==> config.mk <==
export PLATFORM = sky130hd
export DESIGN_NAME = fp_pack
export DESIGN_NICKNAME = d
export VERILOG_FILES = /design/src/rtl/fp_pack.sv
export SDC_FILE = /design/constraint.sdc
export NUM_CORES = 1
export LEC_CHECK = 0
export BUFFER_PORTS_ARGS = -buffer_cell sky130_fd_sc_hd__buf_2
export CAP_MARGIN = 20
export CORE_ASPECT_RATIO = 0.7
export CORE_MARGIN = 5
export CORE_UTILIZATION = 51
export CTS_CLUSTER_SIZE = 16
export DETAILED_ROUTE_END_ITERATION = 10
export GPL_TIMING_DRIVEN = 0
export PLACE_DENSITY = 0.89
export SLEW_MARGIN = 10
export SYNTH_ARGS = -nofsm -noshare
export SYNTH_HDL_FRONTEND = slang
export SYNTH_SLANG_ARGS = --single-unit
==> constraint.sdc <==
create_clock -name clk_i -period 2.4 [get_ports clk_i]
set_input_delay 0.36 -clock clk_i [delete_from_list [all_inputs] [get_ports clk_i]]
set_output_delay 0.36 -clock clk_i [all_outputs]
set_load 0.05 [all_outputs]
==> src/rtl/fp_pack.sv <==
// fp_pack: iterative normalizer/rounder packing an unpacked float into IEEE-754 binary32.
// Optional build macro FP_PACK_FLAGS_EN enables the overflow/underflow/inexact flags;
// without it the flag ports are tied to 0 and out_bits is unchanged.
module fp_pack #(
   parameter int MANT_W = 27,
   parameter int EXP_W  = 10
) (
   input  logic              clk_i,
   input  logic              reset_i,
   input  logic              in_valid_i,
   output logic              in_ready_o,
   input  logic              in_sign_i,
   input  logic [EXP_W-1:0]  in_exp_i,
   input  logic [MANT_W-1:0] in_mant_i,
   input  logic              in_sticky_i,
   input  logic              in_nan_i,
   input  logic              in_inf_i,
   output logic              out_valid_o,
   input  logic              out_ready_i,
   output logic [31:0]       out_bits_o,
   output logic              out_overflow_o,
   output logic              out_underflow_o,
   output logic              out_inexact_o
);
   localparam int XW = EXP_W + 1;
   localparam logic [1:0] IDLE = 2'd0, NORM = 2'd1, ROUND = 2'd2, DONE = 2'd3;
   localparam logic [MANT_W-1:0] REST_MASK = (MANT_W'(1) << (MANT_W - 26)) - MANT_W'(1);
   localparam logic signed [XW-1:0] ONE = XW'(1);

   logic [1:0]              state_q, state_d;
   logic                    rdy_q, rdy_d;
   logic                    sign_q, sign_d;
   logic signed [XW-1:0]    exp_q, exp_d;
   logic [MANT_W-1:0]       mant_q, mant_d;
   logic                    sticky_q, sticky_d;
   logic [31:0]             bits_q, bits_d;
   logic                    capture, special, shr, grd, rest, inc, ovf;
   logic [24:0]             sum;
   logic [XW-1:0]           enc;

   assign capture = state_q == IDLE && rdy_q && in_valid_i;
   assign special = in_nan_i | in_inf_i | (in_mant_i == '0);
   assign shr     = mant_q[MANT_W-1] | (exp_q < ONE);
   assign grd     = mant_q[MANT_W-26];
   assign rest    = |(mant_q & REST_MASK) | sticky_q;
   assign inc     = grd & (mant_q[MANT_W-25] | rest);
   assign sum     = {1'b0, mant_q[MANT_W-2:MANT_W-25]} + {24'b0, inc};
   assign enc     = sum[24] ? exp_q + ONE : (sum[23] ? exp_q : '0);
   assign ovf     = enc >= XW'(255);

   assign in_ready_o  = rdy_q;
   assign out_valid_o = state_q == DONE;
   assign out_bits_o  = bits_q;

   // Next-state: capture, one normalize step per cycle, round, then hold until accepted
   always_comb begin
      state_d  = state_q;
      sign_d   = sign_q;
      exp_d    = exp_q;
      mant_d   = mant_q;
      sticky_d = sticky_q;
      bits_d   = bits_q;
      if (capture) begin
         sign_d   = in_sign_i;
         exp_d    = {in_exp_i[EXP_W-1], in_exp_i};
         mant_d   = in_mant_i;
         sticky_d = in_sticky_i;
         state_d  = special ? DONE : NORM;
         if (special)
            bits_d = in_nan_i ? 32'h7FC0_0000 : (in_inf_i ? {in_sign_i, 8'hFF, 23'h0} : {in_sign_i, 31'h0});
      end else if (state_q == NORM) begin
         if (shr) begin
            mant_d   = mant_q >> 1;
            exp_d    = exp_q + ONE;
            sticky_d = sticky_q | mant_q[0];
         end else if (!mant_q[MANT_W-2] && exp_q > ONE) begin
            mant_d = mant_q << 1;
            exp_d  = exp_q - ONE;
         end else begin
            state_d = ROUND;
         end
      end else if (state_q == ROUND) begin
         bits_d  = ovf ? {sign_q, 8'hFF, 23'h0} : {sign_q, enc[7:0], sum[22:0]};
         state_d = DONE;
      end else if (state_q == DONE && out_ready_i) begin
         state_d = IDLE;
      end
      rdy_d = state_d == IDLE;
   end

   // State and datapath registers; reset aborts any operation in flight
   always_ff @(posedge clk_i) begin
      if (reset_i) begin
         state_q  <= IDLE;
         rdy_q    <= 1'b0;
         sign_q   <= 1'b0;
         exp_q    <= '0;
         mant_q   <= '0;
         sticky_q <= 1'b0;
         bits_q   <= '0;
      end else begin
         state_q  <= state_d;
         rdy_q    <= rdy_d;
         sign_q   <= sign_d;
         exp_q    <= exp_d;
         mant_q   <= mant_d;
         sticky_q <= sticky_d;
         bits_q   <= bits_d;
      end
   end

`ifdef FP_PACK_FLAGS_EN
   logic       inx;
   logic [2:0] flags_q, flags_d;

   assign inx = grd | rest;

   // Flags {overflow, underflow, inexact}: set in ROUND, cleared for specials
   always_comb begin
      flags_d = flags_q;
      if (state_q == ROUND)
         flags_d = {ovf, ~ovf & (enc == '0) & inx, inx | ovf};
      else if (capture)
         flags_d = 3'b000;
   end

   // Flag register held alongside out_bits
   always_ff @(posedge clk_i) begin
      if (reset_i) flags_q <= 3'b000;
      else         flags_q <= flags_d;
   end

   assign {out_overflow_o, out_underflow_o, out_inexact_o} = flags_q;
`else
   assign {out_overflow_o, out_underflow_o, out_inexact_o} = 3'b000;
`endif
endmodule
Word level (Yosys, flattened, before mapping)
Cells that the tools add are included.
- flip-flop bits (word level): 75
- latch bits: 0
- bits in writable memories: 0
- memory bits (read-only): 0
- word-level logic and storage cells: 67
- memories kept: 0
- add/subtract/negate cells: 4
- multiply operators: 0
- div/mod/pow operators: 0
- $lt $le $gt $ge: 3
- equal/unequal tests: 5
- shifts and indexed selects: 0
- multiplexer cells: 27
- bitwise gates (word level): 6
- reduce and logical (&&, ||, !) cells: 15
- operators with widths (operator ; count):
    2-to-1 mux 32 bit ; 5
    2-to-1 mux 27 bit ; 4
    2-to-1 mux 11 bit ; 6
    2-to-1 mux 31 bit ; 2
    zero test 27 bit ; 1
    adder 24 x 1 -> 25 bit ; 1
    2-to-1 mux 2 bit ; 7
    adder 11 x 1 -> 11 bit, second input constant ; 1
    adder 11 x 2 -> 11 bit, second input constant ; 1
    >= comparator 11 x 8 -> 1 bit, second input constant ; 1
    > comparator 11 x 2 -> 1 bit, second input constant ; 1
    less-than comparator 11 x 2 -> 1 bit, second input constant ; 1
    subtractor 11 x 2 -> 11 bit, second input constant ; 1
    nonzero test 2 bit ; 3
    bitwise OR 1 bit ; 5
    equality test 2 bit, second input constant ; 2
    logical AND 1 bit ; 4
    zero test 2 bit ; 2
    AND reduction 2 bit ; 2
    2-to-1 mux 1 bit ; 3
    AND reduction 3 bit ; 1
    nonzero test 3 bit ; 1
    equality test 2 x 1 -> 1 bit, second input constant ; 1
    != test 2 x 1 -> 1 bit, second input constant ; 1
    other kinds (3) ; 3

Longest topological paths before layout
- depth in word-level cells: 11
- mapped depth: 11

Worst setup path before layout
OpenSTA, ideal clock, no wires.
- path kind: reg-to-reg
- start point: reg mant_q[1]
- end point: reg bits_q[1] (netlist: out_bits_o[1])
- library setup time: 117 ps
- arrival time: 2326 ps
- setup slack: -44 ps
- cell stages (with the launch flop): 11
- buffers on the path: 0
- cell sequence: dfxtp_1 > and2_1 > ha_1 > and3_1 > nand3_1 > or2_1 > o31ai_1 > and4_1 > o211ai_2 > nor2b_1 > a32o_1
- word-level cells in the longest chain between the ends: 9
- RTL lines (what ; line ; source):
    start: declaration ; 34 ; logic [MANT_W-1:0] mant_q, mant_d;
    start signal: assignment ; 106 ; mant_q <= mant_d;
    bitwise AND 1 bit (*) ; 46 ; assign inc = grd & (mant_q[MANT_W-25] | rest);
    adder 24 x 1 -> 25 bit (*) ; 47 ; assign sum = {1'b0, mant_q[MANT_W-2:MANT_W-25]} + {24'b0, inc};
    2-to-1 mux 11 bit (2 in series) ; 48 ; assign enc = sum[24] ? exp_q + ONE : (sum[23] ? exp_q : '0);
    >= comparator 11 x 8 -> 1 bit ; 49 ; assign ovf = enc >= XW'(255);
    2-to-1 mux 31 bit (*) ; 83 ; bits_d = ovf ? {sign_q, 8'hFF, 23'h0} : {sign_q, enc[7:0], sum[22:0]};
    2-to-1 mux 32 bit (*) ; 82 ; end else if (state_q == ROUND) begin
    2-to-1 mux 32 bit (*) ; 71 ; end else if (state_q == NORM) begin
    2-to-1 mux 32 bit (*) ; 63 ; if (capture) begin
    end signal: assignment ; 108 ; bits_q <= bits_d;
    end: declaration ; 36 ; logic [31:0] bits_q, bits_d;
Every way passes the cells marked *; elsewhere a longest branch is shown, timed or not. The select of a mux whose other input is x is not followed.
A chain may end at the register's enable or synchronous reset.

Worst setup path after layout
- start point: reg exp_q[0]
- end point: reg bits_q[28] (netlist: out_bits_o[28])
- word-level cells in the longest chain between the ends: 7
- RTL lines (what ; line ; source):
    start: declaration ; 33 ; logic signed [XW-1:0] exp_q, exp_d;
    start signal: assignment ; 105 ; exp_q <= exp_d;
    adder 11 x 1 -> 11 bit / 2-to-1 mux 11 bit (equally long branches) ; 48 ;
    2-to-1 mux 11 bit (*) ; 48 ;
    >= comparator 11 x 8 -> 1 bit ; 49 ;
    2-to-1 mux 31 bit (*) ; 83 ;
    2-to-1 mux 32 bit (*) ; 82 ;
    2-to-1 mux 32 bit (*) ; 71 ;
    2-to-1 mux 32 bit (*) ; 63 ;
Marked as above.

==> summary by stage <==
Run status
The flow ran to the end, but the final reports show violations. The final reports fail on setup timing.

Yosys
The share of the yosys chip area belonging to registers is 0.339. Summed over all instances, the cell type with the most area after synthesis is sky130_fd_sc_hd__dfxtp_1. The number of distinct library cells after synthesis is 59.

Counting flops and latches in the post-synthesis netlist gives 75. During synthesis, Yosys emitted a total of 0 warnings. The share of Yosys cell area claimed by the top area cell type is 0.339.

By area the synthesized netlist is led by sky130_fd_sc_hd__dfxtp_1 (34%), sky130_fd_sc_hd__nand2_1 (8.6%), sky130_fd_sc_hd__a221oi_1 (6.1%). In the synthesized netlist the async set-or-reset flop fraction comes to 0. Synthesis produced a netlist whose cell count is 599. The mean post-synth cell area is 7.39 µm². The dominant synthesized flop cell is sky130_fd_sc_hd__dfxtp_1. The mapped cell area is 4430 µm². The number of enable-type register cells in the synthesized netlist is 0.

Worst setup path
The category of the worst setup path capture point is a flip-flop. The worst register-to-register path ends at out_bits_o[28]$_SDFFE_PP0P_. The slowest cell on the critical path is sky130_fd_sc_hd__dfxtp_4. The launching element type of the critical path is a flip-flop. In this design, the stage delay of the slowest critical-path cell is 0.37 ns. The worst endpoint required time is 2.61 ns. The logic depth of the worst setup path including buffers is 10. Of all nets on the critical path, the largest fanout is 9.

The critical path is of the flip-flop to flip-flop type. In this run the critical register-to-register path is launched from exp_q[0]$_SDFFE_PP0P_. Measured in cells, the most critical reg-to-reg path has a length of 10. The buffers plus inverters on the worst setup path is 2.

The dominant delay contributor by cell family on the critical path is compound AO/OA/AOI/OAI gates. The beginning of the critical path is exp_q[0]$_SDFFE_PP0P_. The most common cell type on the critical path is sky130_fd_sc_hd__buf_6. The signal arrival time at the worst endpoint is 2.64 ns.

The slack of the worst reg-to-reg path is -0.04 ns. Traced cell by cell, the critical path runs through buf_6, nand4_1, nor4_4, xnor2_1, o311a_1, o22ai_2, buf_6, a221o_1, a221oi_2, nor2_1.

Clocking
The H-tree was split into 3 levels. After clock tree synthesis, the clock-pin slew on the worst setup and hold paths is 0.06 ns. The number of buffers inserted for hold repair after clock tree synthesis is 0. The clock tree from TritonCTS is yes. The clock reaches the later pin of the worst-skew pair after 0.35 ns. Counting along the longest clock path gives a buffer depth of 2. The number of buffers inserted during clock tree synthesis is 9.

Counting every sink on the clock net gives 75. Clock tree synthesis selected as its root buffer the cell sky130_fd_sc_hd__clkbuf_16.

Finish
Of the cells placed in the final design, the portion with a size suffix greater than 1 is 0.333. Relative to the synthesized area, the layout overhead comes to 34.6%. The net count of the finished layout is 768. The final standard cell utilization of the core is 0.706.

Die
The number of top-level pins is 82. Measured along the x axis, the die boundary spans 121 µm. The floorplan step defined a die boundary enclosing 10700 µm².

In this run the vertical extent of the chip is 87.9 µm. The row count is 28. The effective utilization at floorplan is 0.524. The core region is 8440 µm².

STA
The total count of hold-check failures in the final report is 0. Across all hold checks on the routed design, the worst slack comes to 0.277 ns. In this run the tightest slew margin relative to its limit is 0.425.

The count of endpoints failing setup in the final report is 3. The worst-margin pin slew is 0.863 ns. The maximum frequency from static timing analysis is 410 MHz. The post-layout worst setup margin is -0.0372 ns. After layout, the minimum clock period comes to 2.44 ns.

The post-route setup TNS is -0.0708 ns. The number of max-slew violations in the final report is 0. Dividing the final minimum period by the clock period gives 1.02.

Between clock sinks in the finished design, the worst skew comes to 0.0107 ns. Setup repair after global routing could not meet its margin everywhere.

Hold path
The worst hold path stage count is 3. The worst-case hold path end point is exp_q[7]$_SDFFE_PP0P_. In this run the worst hold path is classified as input pin to flip-flop. The worst hold path startpoint is in_exp_i[7].

Routing
The detailed router's first-iteration violation count is 608. The detailed-route wire length is 15900 µm. The final routed wire length divided by cell count is 18.9 µm. The number of iterations in the first detailed-routing pass is 9. The number of design rule violations left after detail routing is 0. The count of nets left with antenna violations once routing finished came out at 0. The per-cell via count in the routed design is 6.16.

The number of vias after detailed routing is 5204.

Power and ir drop
Across the VDD grid, the largest voltage drop is 897 µV. The total power draw is 8210 µW. For this design the ratio of total power to cell area is 1380 nW/µm². The reported leakage power is 0.00232 µW.

Place
The number of port buffers is 77. The sum of net half-perimeters after detailed placement is 10900 µm. The placer's final routability congestion estimate is 0.978. Before CTS, the worst setup slack after placement is -0.493 ns.

Global routing
In the global route stage, overall resource usage came out at 0.287. The maximum number of pins on one net before global-route repair is 14. The initial antenna violation count came to 0. The first global-routing pass estimated 24100 µm of wire. The leftover overflow at the end of global routing is 0.

The via count of the first global-routing pass came to 4718.

Flow run
Across the run, the number of max-cap violations was 0.
## final cells by class
class                   count  area [µm²]
multi-input cells         463        2950
fillers                   663        2480
flip-flops and latches     75        1530
repair buffers            109         628
plain buffers              55         369
clock buffers              10         239
well taps                 120         150
clock inverters             6        63.8
inverters                   6        30.0
diodes                      1        2.50
## Yosys cell counts (3+ instances only)
library cell,n
sky130_fd_sc_hd__a211oi_1,5
sky130_fd_sc_hd__a21oi_1,47
sky130_fd_sc_hd__a221oi_1,31
sky130_fd_sc_hd__and2_1,4
sky130_fd_sc_hd__and3_1,7
sky130_fd_sc_hd__and4_1,6
sky130_fd_sc_hd__buf_2,26
sky130_fd_sc_hd__buf_4,5
sky130_fd_sc_hd__clkbuf_1,22
sky130_fd_sc_hd__dfxtp_1,75
sky130_fd_sc_hd__ha_1,4
sky130_fd_sc_hd__inv_1,6
sky130_fd_sc_hd__nand2_1,101
sky130_fd_sc_hd__nand2b_1,3
sky130_fd_sc_hd__nand3_1,24
sky130_fd_sc_hd__nand4_1,11
sky130_fd_sc_hd__nor2_1,69
sky130_fd_sc_hd__nor2b_1,6
sky130_fd_sc_hd__nor3_1,17
sky130_fd_sc_hd__nor4_1,13
sky130_fd_sc_hd__o21ai_0,16
sky130_fd_sc_hd__o21ai_1,20
sky130_fd_sc_hd__o31ai_1,3
sky130_fd_sc_hd__xnor2_1,15
sky130_fd_sc_hd__xor2_1,14
## registers in the layout, indices dropped and copies added (netlist names)
name        cells
sticky_q        1
exp_q          11
sign_q          1
in_ready_o      1
state_q         2
mant_q         27
out_bits_o     32
## cells in the final DEF, fill, tap and decap left out, types with 3 or more instances in the layout
master                       Yosys  layout
sky130_fd_sc_hd__dfxtp_1        75      64
sky130_fd_sc_hd__nor2_2          2       4
sky130_fd_sc_hd__o21ai_1        20      12
sky130_fd_sc_hd__nand2_1       101      99
sky130_fd_sc_hd__dfxtp_2         0       7
sky130_fd_sc_hd__a221oi_2        0       6
sky130_fd_sc_hd__and4_1          6       4
sky130_fd_sc_hd__o21ai_0        16      14
sky130_fd_sc_hd__buf_4           5      42
sky130_fd_sc_hd__nand2b_1        3       3
sky130_fd_sc_hd__clkinvlp_4      0       4
sky130_fd_sc_hd__buf_6           2       9
sky130_fd_sc_hd__dfxtp_4         0       4
sky130_fd_sc_hd__nor4_1         13      11
sky130_fd_sc_hd__clkbuf_1       22      18
sky130_fd_sc_hd__o21ai_2         0      10
sky130_fd_sc_hd__inv_1           6       4
sky130_fd_sc_hd__clkbuf_2        2       3
sky130_fd_sc_hd__nor2b_1         6       4
sky130_fd_sc_hd__nor4_4          1       3
sky130_fd_sc_hd__nand3_1        24      20
sky130_fd_sc_hd__nor2_1         69      66
sky130_fd_sc_hd__a21oi_1        47      44
sky130_fd_sc_hd__buf_2          26      83
sky130_fd_sc_hd__a221oi_1       31      25
sky130_fd_sc_hd__nand3_4         0       3
sky130_fd_sc_hd__ha_4            0       3
sky130_fd_sc_hd__a211oi_1        5       5
sky130_fd_sc_hd__clkbuf_16       0       9
sky130_fd_sc_hd__a21oi_2         2       5
sky130_fd_sc_hd__nor3_4          1       4
sky130_fd_sc_hd__xor2_1         14      14
sky130_fd_sc_hd__conb_1          1       3
sky130_fd_sc_hd__xnor2_1        15      14
sky130_fd_sc_hd__nor3_1         17      14
sky130_fd_sc_hd__nand4_1        11      11
sky130_fd_sc_hd__and3_1          7       6
sky130_fd_sc_hd__clkbuf_4        0       7
## kinds of logic (layout without fill, tap and decap cells)
logic type / count (synthesis) / count (layout) / synth area share
AO/OA/AOI/OAI: 151 / 151 / 0.226
AND/OR/NAND/NOR: 276 / 276 / 0.296
adder cells (fa/ha/maj): 4 / 4 / 0.0113
XOR/XNOR: 29 / 29 / 0.0574
buffers and inverters: 63 / 186 / 0.0690
other: 1 / 4 / 0.000847
flip-flops: 75 / 75 / 0.339
## metal layers
metal	track usage	wire (µm)
met1	0.379	6570
met2	0.458	7080
met3	0.0755	1740
met4	0.105	548
met5	0	0
## tightest hold or removal path: stages
cell	delay [ns]
sky130_fd_sc_hd__buf_2	0.08
sky130_fd_sc_hd__a221oi_1	0.06
sky130_fd_sc_hd__nor2_1	0.08
## timing repair
| action | CTS | global route |
|---|---|---|
| endpoints found under the setup margin | 62 | 61 |
| pin swaps | 10 | 29 |
| resized for setup | 48 | 82 |
| gates cloned | 1 | 1 |
| setup buffers | 13 | 16 |
## how the worst max path moves through the flow
stage	end	slack (ns)
2_1_floorplan	out_bits_o[1]$_SDFFE_PP0P_	0.006
3_3_place_gp	out_bits_o[19]$_SDFFE_PP0P_	-0.46
3_5_place_dp	out_bits_o[13]$_SDFFE_PP0P_	-0.49
4_1_cts	mant_q[13]$_SDFFE_PP0P_	0.00006
5_1_grt	out_bits_o[20]$_SDFFE_PP0P_	-0.12
6_report	out_bits_o[28]$_SDFFE_PP0P_	-0.04
## power by group
| group | internal, µW | switching [µW] | total, µW |
|---|---|---|---|
| clock | 833 | 558 | 1390 |
| sequential | 1530 | 235 | 1770 |
| combinational | 1820 | 3230 | 5050 |
| total | 4180 | 4030 | 8210 |
## through the flow
step / cell area, µm² / instances
after global placement: 4980 / 798
final: 5960 / 845
after floorplan: 4440 / 601
after detailed placement: 4980 / 798
after global routing: 5960 / 844
after CTS: 5580 / 826
(Power assumes the default switching activity.)
